$ cat src/rtl/uart_pkg.sv
// Shared UART definitions: receiver state encoding and default frame shape.
// Imported by both the RX and TX sides.
package uart_pkg;

  localparam int DATA_BITS_DEF     = 8;
  localparam int TICKS_PER_BIT_DEF = 16;

  typedef enum logic [2:0] {
    IDLE   = 3'd0,
    START  = 3'd1,
    DATA   = 3'd2,
    PARITY = 3'd3,
    STOP   = 3'd4,
    BREAK  = 3'd5
  } uart_rx_state_e;

endpackage

$ cat src/rtl/uart_sync_2ff.sv
// Two-flop synchroniser for asynchronous single-bit inputs.
// Both flops reset to RST_VAL so an idle line reads as idle straight out of reset.
module uart_sync_2ff #(
  parameter logic RST_VAL = 1'b1
) (
  input  logic clk,
  input  logic rst_n,
  input  logic d,
  output logic q
);

  logic meta;

  always_ff @(posedge clk) begin
    if (!rst_n) begin
      meta <= RST_VAL;
      q    <= RST_VAL;
    end else begin
      meta <= d;
      q    <= meta;
    end
  end

endmodule

$ cat src/rtl/uart_rx.sv
// Oversampling UART receiver: start-bit validation, mid-bit sampling,
// optional parity, stop check and a one-entry valid/ready holding register.
module uart_rx
  import uart_pkg::*;
#(
  parameter int DATA_BITS     = DATA_BITS_DEF,
  parameter int TICKS_PER_BIT = TICKS_PER_BIT_DEF,
  parameter int PARITY_EN     = 0,
  parameter int PARITY_ODD    = 0
) (
  input  logic                 clk,
  input  logic                 rst_n,
  input  logic                 tick,
  input  logic                 rx,
  output logic [DATA_BITS-1:0] rx_data,
  output logic                 rx_valid,
  input  logic                 rx_ready,
  output logic                 frame_err,
  output logic                 parity_err,
  output logic                 overrun
);

  localparam int TW = $clog2(TICKS_PER_BIT);
  localparam int BW = $clog2(DATA_BITS + 1);

  localparam logic [TW-1:0] T_MID  = TW'(TICKS_PER_BIT / 2 - 1);
  localparam logic [TW-1:0] T_END  = TW'(TICKS_PER_BIT - 1);
  localparam logic [BW-1:0] B_LAST = BW'(DATA_BITS - 1);
  localparam logic          ODD    = (PARITY_ODD != 0);

  logic                 rx_s;
  uart_rx_state_e       state;
  logic [TW-1:0]        tcnt;
  logic [BW-1:0]        bcnt;
  logic [DATA_BITS-1:0] shreg;
  logic                 par_bad;
  logic                 mid_hit;
  logic                 end_hit;
  logic                 word_done;

  uart_sync_2ff #(
    .RST_VAL(1'b1)
  ) u_sync (
    .clk  (clk),
    .rst_n(rst_n),
    .d    (rx),
    .q    (rx_s)
  );

  assign mid_hit   = tick && (tcnt == T_MID);
  assign end_hit   = tick && (tcnt == T_END);
  assign word_done = (state == STOP) && end_hit && rx_s && !par_bad;

  always_ff @(posedge clk) begin
    if (!rst_n) begin
      state      <= IDLE;
      tcnt       <= '0;
      bcnt       <= '0;
      shreg      <= '0;
      par_bad    <= 1'b0;
      rx_data    <= '0;
      rx_valid   <= 1'b0;
      frame_err  <= 1'b0;
      parity_err <= 1'b0;
      overrun    <= 1'b0;
    end else begin
      frame_err  <= 1'b0;
      parity_err <= 1'b0;
      overrun    <= 1'b0;
      if (tick) tcnt <= tcnt + 1'b1;

      unique case (state)
        IDLE: begin
          // Edge check runs every clock; a coincident tick is discarded.
          if (!rx_s) begin
            state   <= START;
            tcnt    <= '0;
            par_bad <= 1'b0;
          end
        end
        START: begin
          if (mid_hit) begin
            tcnt <= '0;
            if (!rx_s) begin
              state <= DATA;
              bcnt  <= '0;
            end else begin
              state <= IDLE;
            end
          end
        end
        DATA: begin
          if (end_hit) begin
            shreg <= {rx_s, shreg[DATA_BITS-1:1]};
            tcnt  <= '0;
            bcnt  <= bcnt + 1'b1;
            if (bcnt == B_LAST)
              state <= (PARITY_EN != 0) ? PARITY : STOP;
          end
        end
        PARITY: begin
          if (end_hit) begin
            tcnt    <= '0;
            par_bad <= ((^shreg) ^ rx_s) != ODD;
            state   <= STOP;
          end
        end
        STOP: begin
          if (end_hit) begin
            tcnt <= '0;
            if (!rx_s) begin
              frame_err <= 1'b1;
              state     <= BREAK;
            end else begin
              parity_err <= par_bad;
              state      <= IDLE;
            end
          end
        end
        BREAK: begin
          if (rx_s) state <= IDLE;
        end
        default: state <= IDLE;
      endcase

      if (word_done) begin
        if (!rx_valid || rx_ready) begin
          rx_data  <= shreg;
          rx_valid <= 1'b1;
        end else begin
          overrun <= 1'b1;
        end
      end else if (rx_valid && rx_ready) begin
        rx_valid <= 1'b0;
      end
    end
  end

endmodule

$ cat config.mk
export PLATFORM = sky130hd
export DESIGN_NAME = uart_rx
export DESIGN_NICKNAME = d
export VERILOG_FILES = /design/src/rtl/uart_pkg.sv /design/src/rtl/uart_sync_2ff.sv /design/src/rtl/uart_rx.sv
export SDC_FILE = /design/constraint.sdc
export NUM_CORES = 1
export LEC_CHECK = 0
export CAP_MARGIN = 20
export CORE_MARGIN = 5
export CORE_UTILIZATION = 25
export CTS_CLUSTER_DIAMETER = 200
export DETAILED_ROUTE_END_ITERATION = 10
export PLACE_DENSITY = 0.48
export SKIP_LAST_GASP = 1
export SYNTH_ARGS = -nofsm -noshare
export SYNTH_HDL_FRONTEND = slang
export SYNTH_SLANG_ARGS = --single-unit
$ cat constraint.sdc
create_clock -name clk -period 2.4 [get_ports clk]
set_input_delay 0.72 -clock clk [delete_from_list [all_inputs] [get_ports clk]]
set_output_delay 0.72 -clock clk [all_outputs]
set_load 0.03 [all_outputs]
==> results of run 1 <==
[synthesized netlist by cell type, types with 2 or more instances]
| cell | n |
|---|---|
| sky130_fd_sc_hd__nand3_1 | 8 |
| sky130_fd_sc_hd__nor4_1 | 2 |
| sky130_fd_sc_hd__clkbuf_1 | 6 |
| sky130_fd_sc_hd__nand2b_1 | 4 |
| sky130_fd_sc_hd__buf_2 | 4 |
| sky130_fd_sc_hd__nor2_1 | 20 |
| sky130_fd_sc_hd__inv_1 | 2 |
| sky130_fd_sc_hd__nand3b_1 | 3 |
| sky130_fd_sc_hd__ha_1 | 2 |
| sky130_fd_sc_hd__o41ai_1 | 2 |
| sky130_fd_sc_hd__mux2i_1 | 9 |
| sky130_fd_sc_hd__a2111oi_0 | 2 |
| sky130_fd_sc_hd__xor2_1 | 4 |
| sky130_fd_sc_hd__a31oi_1 | 2 |
| sky130_fd_sc_hd__nand4_1 | 2 |
| sky130_fd_sc_hd__xnor2_1 | 5 |
| sky130_fd_sc_hd__dfxtp_1 | 34 |
| sky130_fd_sc_hd__and3_1 | 2 |
| sky130_fd_sc_hd__nor3_1 | 5 |
| sky130_fd_sc_hd__nand2_1 | 24 |
| sky130_fd_sc_hd__o21ai_0 | 3 |
| sky130_fd_sc_hd__a21oi_1 | 13 |
[flip-flops by register name, summed over array words and instances, names as in the netlist]
name and cells:
parity_err 1, state 3, u_sync.q 1, overrun 1, rx_valid 1, u_sync.meta 1, shreg 8, tcnt 4
bcnt 4, par_bad 1, rx_data 8, frame_err 1
[worst min-delay path by stage]
stage	endpoint	cells after the start	slack [ps]	start
floorplan	u_sync.q	1	390	u_sync.meta
global placement	u_sync.q	1	400	u_sync.meta
detailed placement	u_sync.q	1	400	u_sync.meta
CTS	u_sync.q	1	420	u_sync.meta
global route	u_sync.q	1	440	u_sync.meta
finish	u_sync.q	1	410	u_sync.meta
[power by group through the flow]
stage               registers, mW  clock network, mW  logic [mW]
floorplan                   0.588                  0      0.0432
global placement            0.594                  0      0.0599
detailed placement          0.594                  0      0.0600
CTS                         0.581              0.551      0.0601
global route                0.583              0.576      0.0665
finish                      0.581              0.531      0.0595
[cell type report]
type | instances | share of cell area (%)
inverter | 3 | 0.567
sequential | 34 | 34.3
tap | 77 | 4.85
multi-input combinational | 134 | 42.4
clock inverter | 3 | 2.27
clock buffer | 5 | 3.46
timing repair buffer | 27 | 12.2
[kinds of logic after synthesis]
| family | Yosys count | synth area share [%] |
|---|---|---|
| adder cells (fa/ha/maj) | 2 | 1.57 |
| AND/OR/NAND/NOR | 83 | 26.9 |
| buffers and inverters | 15 | 4.55 |
| multiplexers | 10 | 6.35 |
| flip-flops | 34 | 42.7 |
| XOR/XNOR | 10 | 6.35 |
| AO/OA/AOI/OAI | 29 | 11.6 |
[per-layer routing]
layer,global-route usage [%],vias up
met5,0,-
met4,3.72,0
met3,2.75,4
met2,14.0,23
met1,10.6,625
li1,-,687
[metrics by stage]
step / hold slack [ps] / area [sq um] / std cells / setup slack [ps] / power [mW]
finish: 411 / 1990 / 283 / 382 / 1.17
global route: 440 / 1990 / 283 / 276 / 1.23
CTS: 416 / 1990 / 283 / 359 / 1.19
detailed placement: 398 / 1870 / 275 / 64.8 / 0.654
global placement: 397 / 1870 / 275 / 116 / 0.654
floorplan: 386 / 1600 / 183 / 489 / 0.631
[layout by cell type, fill, tap and decap left out, drive strengths merged, types with 2 or more instances in the layout]
| cell | instances |
|---|---|
| ha | 2 |
| buf | 11 |
| nor2 | 21 |
| a21oi | 13 |
| clkbuf | 5 |
| clkdlybuf4s50 | 16 |
| nor4b | 2 |
| a31oi | 2 |
| and3 | 2 |
| nand2 | 24 |
| nand2b | 4 |
| xnor2 | 5 |
| nand4 | 3 |
| o21ai | 4 |
| inv | 2 |
| mux2i | 9 |
| clkinvlp | 2 |
| nor4 | 2 |
| nand3b | 3 |
| a2111oi | 2 |
| nor3 | 5 |
| nand3 | 8 |
| xor2 | 4 |
| dfxtp | 34 |
| o41ai | 2 |
==> results.txt, run 1 <==
----------------------------------------------------
[Layout]
  Area of combinational cells with multiple inputs ... 842 sq um
  Register Area ... 681 sq um
  Ant diodes ... 0
  Final core utilization ... 31.7%
  Area added between synthesis and finish ... 24.5%
  Share of cells above drive strength 1 ... 11.7%
  Final layout net count ... 212
  Filler instances ... 664

[Drt]
  Number of vias in the routed layout ... 1,339
  Antenna-violating nets left ... 0
  Uppermost layer routed ... met4
  Total iterations of the first detailed-routing run ... 4
  Iter 0 DRT Violations ... 93
  Average wire per cell in the routed design ... 11.9 um
  Detailed-route vias per instance ... 4.73
  Routed met3 length ... 138 um
  Amount of wire on met2 after detailed routing ... 1580 um
  Post-route met1 wirelength ... 1600 um
  Detailed-route DRC error count ... 0
  Routed wire length ... 3370 um

[Clock tree]
  CTS clk-pin slew, worst paths ... 70 ps
  Number of buffers on the longest clock path ... 2
  H-Tree Level Count ... 2
  Post-CTS setup-driven buffer insertion count ... 0
  CTS Hold Buffers Added ... 0
  Root Buffer ... sky130_fd_sc_hd__clkbuf_8
  Resize count post-CTS ... 0
  Clock sinks ... 34
  Clock latency on the worst-skew pair ... 290 ps
  TritonCTS clock tree ... yes
  Num CTS Buffers ... 5

[Global routing]
  Initial antenna violation count ... 0
  Global-route wire length before repair ... 5910 um
  Largest net degree at the start of global routing ... 22
  Via count of the first global-routing pass ... 1,280
  Total congestion overflow ... 0
  Total global-route track usage ... 8.71%

[Critical path]
  Largest stage delay on the critical path ... 670 ps
  Family with the most delay on the worst path ... buffers and inverters
  Reg-to-reg setup timing slack ... 620 ps
  Launch point of the critical path ... rx_data[5]
  Beginning of the worst register-to-register path ... state[1]
  Slowest CP cell ... sky130_fd_sc_hd__clkdlybuf4s50_1
  Capturing element of the worst setup path ... rx_data[5]
  WP data arrival ... 1300 ps
  Cells traversed along the worst timing path ... clkdlybuf4s50_1
  Logic depth of the worst setup path including buffers ... 1
  R2r endpoint ... bcnt[2]
  Worst setup SP type ... flip-flop
  WP data required ... 1680 ps
  Buffering stage count on the worst path with inverters included ... 1
  Maximum fanout along the worst path ... 2
  Kind of capture point of the worst setup path ... primary output
  Crit Path Category ... reg -> out
  Cell count of the worst reg-to-reg path ... 4

[Synthesis]
  Post-synthesis register bit count ... 34
  Post-Syn Area per Cell ... 8.72 sq um
  Post-synth top flop ... sky130_fd_sc_hd__dfxtp_1
  Main area contributors after synthesis ... sky130_fd_sc_hd__dfxtp_1 43%, sky130_fd_sc_hd__mux2i_1 5.6%, sky130_fd_sc_hd__nand2_1 5.6%
  Cell taking the most area after synthesis ... sky130_fd_sc_hd__dfxtp_1
  Number of warnings reported in the yosys synthesis log ... 0
  Share of synthesized flip-flops with an asynchronous set or reset ... 0%
  Gate Count Post-Synth ... 183
  Net Count, Synth ... 190
  Seq/Total Area, Yosys ... 42.7%
  Cell variety after synth ... 47
  Number of synthesized flops with an enable pin ... 0
  Area of the mapped netlist ... 0.00160 sq mm
  Share of the synthesized area in the top cell type ... 42.7%

[Place]
  Placed wire-length estimate ... 2330 um
  RePlAce Congestion ... 0.752
  Count of buffers from port buffering ... 16

[Power]
  Fraction of power consumed by sequential logic ... 49.6%
  Combinational cell fraction of total power ... 5.1%
  Cell leakage power ... 0.754 nW
  Cell-internal power ... 0.909 mW
  Clock network fraction of total power ... 45.3%
  Net switching power figure ... 0.263 mW
  Pwr/cell area ... 590 mW/mm^2
  VDD IR-drop max ... 0.000210 V
  Net switching fraction of the power ... 22.4%

[Timing]
  Number of hold violations in the final report ... 0
  Final setup violation count ... 0
  Unrepaired setup endpoints after global routing ... false
  Achievable clock frequency ... 0.495 GHz
  Final Skew ... 9.07 ps
  Sum of negative setup slack ... 0 ps
  Fin. max-slew vios ... 0
  Max-slew headroom at the worst pin ... 67.5%
  Pin slew with the least headroom to its limit ... 487 ps
  Period utilization ... 84.1%
  Post-layout minimum cycle time ... 2020 ps

[Worst hold path]
  Path category of the worst min-delay check ... reg -> reg

[Die]
  Die Ht ... 89.9 um
  Row cnt ... 29
  Width of the die ... 89.9 um
  Io pins ... 17
  Initial core utilization ... 25.4%
  Area of the die ... 0.00808 sq mm
  Area of the placeable core ... 0.00628 sq mm

[Run status]
  Run status ... finished, final reports clean

[Run]
  Number of maximum-capacitance violations ... 0

----------------------------------------------------
(Power assumes the default switching activity.)
==> run 2, diff against run 1 <==
==> constraint.sdc (replaced) <==
create_clock -name clk -period 2 [get_ports clk]
set_input_delay 0.6 -clock clk [delete_from_list [all_inputs] [get_ports clk]]
set_output_delay 0.6 -clock clk [all_outputs]
set_load 0.03 [all_outputs]
==> results.txt, run 2 (synthesis gave the netlist of run 1 again) <==
----------------------------------------------------
[Power]
  VDD IR-drop max ... 0.000245 V
  Net switching fraction of the power ... 23.0%
  Combinational cell fraction of total power ... 6.2%
  Total power of the final layout ... 1.30 mW
  Net switching power figure ... 0.300 mW
  Fraction of power consumed by sequential logic ... 53.3%
  Cell leakage power ... 0.793 nW
  Clock network fraction of total power ... 40.5%
  Cell-internal power ... 1.00 mW
  Pwr/cell area ... 642 mW/mm^2

[Timing]
  Final Skew ... 9.10 ps
  Least setup slack across all paths after layout ... 112 ps
  Unrepaired setup endpoints after global routing ... false
  Post-layout minimum cycle time ... 1890 ps
  Fin. max-slew vios ... 0
  Period utilization ... 94.4%
  Number of hold violations in the final report ... 0
  Final setup violation count ... 0
  Max-slew headroom at the worst pin ... 71.9%
  Sum of negative setup slack ... 0 ps
  Achievable clock frequency ... 0.530 GHz
  Pin slew with the least headroom to its limit ... 420 ps
  Worst hold-check slack ... 408 ps

[Global routing]
  Via count of the first global-routing pass ... 1,349
  Total congestion overflow ... 0
  Total global-route track usage ... 9.24%
  Largest net degree at the start of global routing ... 21
  Initial antenna violation count ... 0
  Global-route wire length before repair ... 6250 um

[Clock tree]
  Clock sinks ... 34
  Clock latency on the worst-skew pair ... 280 ps
  Root Buffer ... sky130_fd_sc_hd__clkbuf_8
  Num CTS Buffers ... 5
  CTS clk-pin slew, worst paths ... 70 ps
  H-Tree Level Count ... 2
  Number of buffers on the longest clock path ... 2
  Post-CTS setup-driven buffer insertion count ... 0
  TritonCTS clock tree ... yes
  CTS Hold Buffers Added ... 0
  Resize count post-CTS ... 0

[Place]
  Placed wire-length estimate ... 2430 um
  Cell area reported after detailed placement ... 0.00194 sq mm
  Count of buffers from port buffering ... 16
  Worst slack, placed ... -152 ps
  RePlAce Congestion ... 0.785
  Number of instances in the placed design ... 284

[Critical path]
  Family with the most delay on the worst path ... buffers and inverters
  WP data required ... 1400 ps
  Worst setup SP type ... flip-flop
  Kind of capture point of the worst setup path ... primary output
  Largest stage delay on the critical path ... 670 ps
  Cells traversed along the worst timing path ... clkdlybuf4s50_1
  Buffering stage count on the worst path with inverters included ... 1
  WP data arrival ... 1290 ps
  Maximum fanout along the worst path ... 2
  Crit Path Category ... reg -> out
  Slowest CP cell ... sky130_fd_sc_hd__clkdlybuf4s50_1

[Drt]
  Number of vias in the routed layout ... 1,344
  Iter 0 DRT Violations ... 58
  Amount of wire on met2 after detailed routing ... 1550 um
  Routed met3 length ... 116 um
  Post-route met1 wirelength ... 1760 um
  Detailed-route vias per instance ... 4.60
  Uppermost layer routed ... met4
  Total iterations of the first detailed-routing run ... 4
  Detailed-route DRC error count ... 0
  Average wire per cell in the routed design ... 12.0 um
  Antenna-violating nets left ... 0
  Routed wire length ... 3500 um

[Run status]
  Run status ... finished, final reports clean

[Layout]
  Final Instance Area ... 0.00203 sq mm
  Final layout net count ... 221
  Most common cell after layout, fill and taps aside ... sky130_fd_sc_hd__dfxtp_1
  Biggest regs ... rx_data: 8 flops, shreg: 8 flops
  Share of cells above drive strength 1 ... 14.9%
  Area added between synthesis and finish ... 27.4%
  Ant diodes ... 0
  Layout Cells excl Fill ... 292
  Filler instances ... 661
  Final core utilization ... 32.4%
  Commonest non-fill, non-tap cells in the layout ... 34 x sky130_fd_sc_hd__dfxtp_1, 24 x sky130_fd_sc_hd__nand2_1, 20 x sky130_fd_sc_hd__nor2_1, 20 x sky130_fd_sc_hd__buf_4, 16 x sky130_fd_sc_hd__clkdlybuf4s50_1

[Die]
  Die Ht ... 89.9 um
  Area of the placeable core ... 0.00628 sq mm
  Row cnt ... 29
  Area of the die ... 0.00808 sq mm
  Width of the die ... 89.9 um
  Io pins ... 17
  Initial core utilization ... 25.4%

[Run]
  Number of maximum-capacitance violations ... 0

[Worst hold path]
  Path category of the worst min-delay check ... reg -> reg

----------------------------------------------------
run 2: cell count changes in the layout (fill, tap and decap cells not counted):
cell                         delta
sky130_fd_sc_hd__buf_4          +9
sky130_fd_sc_hd__bufinv_16      -1
sky130_fd_sc_hd__clkbuf_1       +1
sky130_fd_sc_hd__clkbuf_8       +1
sky130_fd_sc_hd__clkinv_2       +1
sky130_fd_sc_hd__clkinvlp_4     -2
run 2: cell type report:
cell class / count / area (sq um) / area share [%]
Sequential cell: 34 / 681 / 33.5
Timing Repair Buffer: 36 / 310 / 15.3
Inverter: 3 / 11.3 / 0.554
Clock inverter: 1 / 5.00 / 0.246
Tap cell: 77 / 96.3 / 4.74
Clock buffer: 7 / 86.3 / 4.25
Multi-Input combinational cell: 134 / 842 / 41.4
run 2: power groups by stage:
stage          Sequential, mW  Clock [mW]  Combinational, mW
3_5_place_dp            0.710           0             0.0813
6_report                0.695       0.528             0.0812
2_1_floorplan           0.705           0             0.0518
4_1_cts                 0.694       0.552             0.0819
5_1_grt                 0.696       0.576             0.0901
3_3_place_gp            0.710           0             0.0812
run 2: per-layer routing:
layer  GRT usage [%]  vias to the layer above
met5               0                        -
met4            4.09                        0
met3            2.75                        7
met2            14.8                       16
met1            11.5                      615
li1                -                      706
run 2: final timing paths:
kind                            cells after the start    endpoint         from  slack (ps)
worst max-delay path                                1  rx_data[5]   rx_data[5]         110
worst min-delay path                                1    u_sync.q  u_sync.meta         410
worst max register to register                      4     bcnt[2]     state[1]         320
worst min register to register                      1    u_sync.q  u_sync.meta         410
==> run 3, diff against run 2 <==
--- a/config.mk
+++ b/config.mk
@@ -9,7 +9,9 @@
 export CORE_MARGIN = 5
 export CORE_UTILIZATION = 25
 export CTS_CLUSTER_DIAMETER = 200
+export CTS_CLUSTER_SIZE = 20
 export DETAILED_ROUTE_END_ITERATION = 10
+export GPL_TIMING_DRIVEN = 0
 export PLACE_DENSITY = 0.48
 export SKIP_LAST_GASP = 1
 export SYNTH_ARGS = -nofsm -noshare
==> results.txt, run 3 (synthesis gave the netlist of run 1 again) <==
----------------------------------------------------
[Run status]
  Run status ... finished, final reports clean

[Run]
  Number of maximum-capacitance violations ... 0

[Timing]
  Final setup violation count ... 0
  Achievable clock frequency ... 0.527 GHz
  Period utilization ... 94.8%
  Max-slew headroom at the worst pin ... 65.2%
  Pin slew with the least headroom to its limit ... 523 ps
  Number of hold violations in the final report ... 0
  Post-layout minimum cycle time ... 1900 ps
  Final Skew ... 5.94 ps
  Fin. max-slew vios ... 0
  Unrepaired setup endpoints after global routing ... false

[Global routing]
  Total global-route track usage ... 9.42%
  Initial antenna violation count ... 0
  Total congestion overflow ... 0
  Via count of the first global-routing pass ... 1,286
  Largest net degree at the start of global routing ... 11
  Global-route wire length before repair ... 6340 um

[Clock tree]
  H-Tree Level Count ... 2
  CTS Hold Buffers Added ... 0
  Clock latency on the worst-skew pair ... 290 ps
  Number of buffers on the longest clock path ... 2
  Clock sinks ... 34
  TritonCTS clock tree ... yes
  Root Buffer ... sky130_fd_sc_hd__clkbuf_8
  CTS clk-pin slew, worst paths ... 70 ps
  Num CTS Buffers ... 5

[Die]
  Width of the die ... 89.9 um
  Row cnt ... 29
  Io pins ... 17
  Initial core utilization ... 25.4%
  Die Ht ... 89.9 um
  Area of the placeable core ... 0.00628 sq mm
  Area of the die ... 0.00808 sq mm

[Layout]
  Biggest regs ... rx_data: 8 flops, shreg: 8 flops
  Register Area ... 681 sq um
  Share of cells above drive strength 1 ... 9.27%
  Area of combinational cells with multiple inputs ... 853 sq um
  Final core utilization ... 30.8%
  Ant diodes ... 0
  Filler instances ... 689
  Final Instance Area ... 0.00193 sq mm
  Most common cell after layout, fill and taps aside ... sky130_fd_sc_hd__dfxtp_1
  Final layout net count ... 211
  Commonest non-fill, non-tap cells in the layout ... 34 x sky130_fd_sc_hd__dfxtp_1, 23 x sky130_fd_sc_hd__nand2_1, 20 x sky130_fd_sc_hd__nor2_1
  Area added between synthesis and finish ... 21.3%

[Worst hold path]
  Path category of the worst min-delay check ... reg -> reg
  Hold-critical path endpoint ... u_sync.q
  Cell count of the worst hold path ... 1
  Startpoint of the tightest hold check path ... u_sync.meta

[Critical path]
  Largest stage delay on the critical path ... 670 ps
  Beginning of the worst register-to-register path ... tcnt[0]
  Crit Path Category ... reg -> out
  WP data arrival ... 1300 ps
  Maximum fanout along the worst path ... 2
  Family with the most delay on the worst path ... buffers and inverters
  Cell count of the worst reg-to-reg path ... 6
  Slowest CP cell ... sky130_fd_sc_hd__clkdlybuf4s50_1
  Reg-to-reg setup timing slack ... 200 ps
  R2r endpoint ... bcnt[3]
  Worst setup SP type ... flip-flop
  Buffering stage count on the worst path with inverters included ... 1
  Logic depth of the worst setup path including buffers ... 1
  Cells traversed along the worst timing path ... clkdlybuf4s50_1
  WP data required ... 1400 ps
  Kind of capture point of the worst setup path ... primary output

[Place]
  Count of buffers from port buffering ... 14
  Placed wire-length estimate ... 2460 um
  Cell area reported after detailed placement ... 0.00183 sq mm
  RePlAce Congestion ... 0.753

[Drt]
  Antenna-violating nets left ... 0
  Routed wire length ... 3480 um
  Average wire per cell in the routed design ... 12.3 um
  Detailed-route vias per instance ... 4.68
  Total iterations of the first detailed-routing run ... 4
  Number of vias in the routed layout ... 1,321
  Detailed-route DRC error count ... 0
  Iter 0 DRT Violations ... 100

[Power]
  Pwr/cell area ... 666 mW/mm^2
  VDD IR-drop max ... 0.000236 V
  Cell leakage power ... 0.727 nW

----------------------------------------------------
-- run 3: report_power, final --
group | switching [mW] | internal [mW] | total, mW
logic | 0.0428 | 0.0279 | 0.0707
clock network | 0.248 | 0.278 | 0.525
registers | 0.00737 | 0.685 | 0.692
-- run 3: repair_timing --
item / in CTS / in global routing
endpoints found under the setup margin: 0 / 6
gates resized for setup: 0 / 2
setup buffers: 0 / 0
-- run 3: how the worst max path moves through the flow --
stage / startpoint / end / slack (ps)
finish: rx_data[2] / rx_data[2] / 100
global route: tcnt[0] / bcnt[3] / 60
CTS: rx_data[2] / rx_data[2] / 80
detailed placement: tick / bcnt[3] / -40
global placement: tick / bcnt[3] / -50
floorplan: tick / bcnt[3] / 210
-- run 3: final cells by class --
cell class / instances / area share [%]
multi-input combinational: 134 / 44.1
clock inverter: 1 / 0.259
inverter: 3 / 0.582
clock buffer: 7 / 4.46
buffer: 12 / 3.17
sequential: 34 / 35.2
tap: 77 / 4.98
timing repair buffer: 14 / 7.24
-- run 3: through the flow --
step	power (mW)	hold WS (ps)	setup WS, ps	cells	setup TNS (ps)
5_1_grt	1.34	434	62.3	282	0
6_report	1.29	408	103	282	0
3_5_place_dp	0.778	395	-35.8	274	-71.2
4_1_cts	1.30	413	83.3	282	0
3_3_place_gp	0.778	391	-52.6	274	-111
2_1_floorplan	0.757	386	209	183	0
-- run 3: layer usage --
metal  part of all wire (%)  vias to the layer above  GRT usage (%)
li1                       -                      685              -
met1                     51                      610           12.7
met2                     44                       18           14.0
met3                    3.7                        8           2.75
met4                    1.9                        0           3.72
met5                      0                        -              0
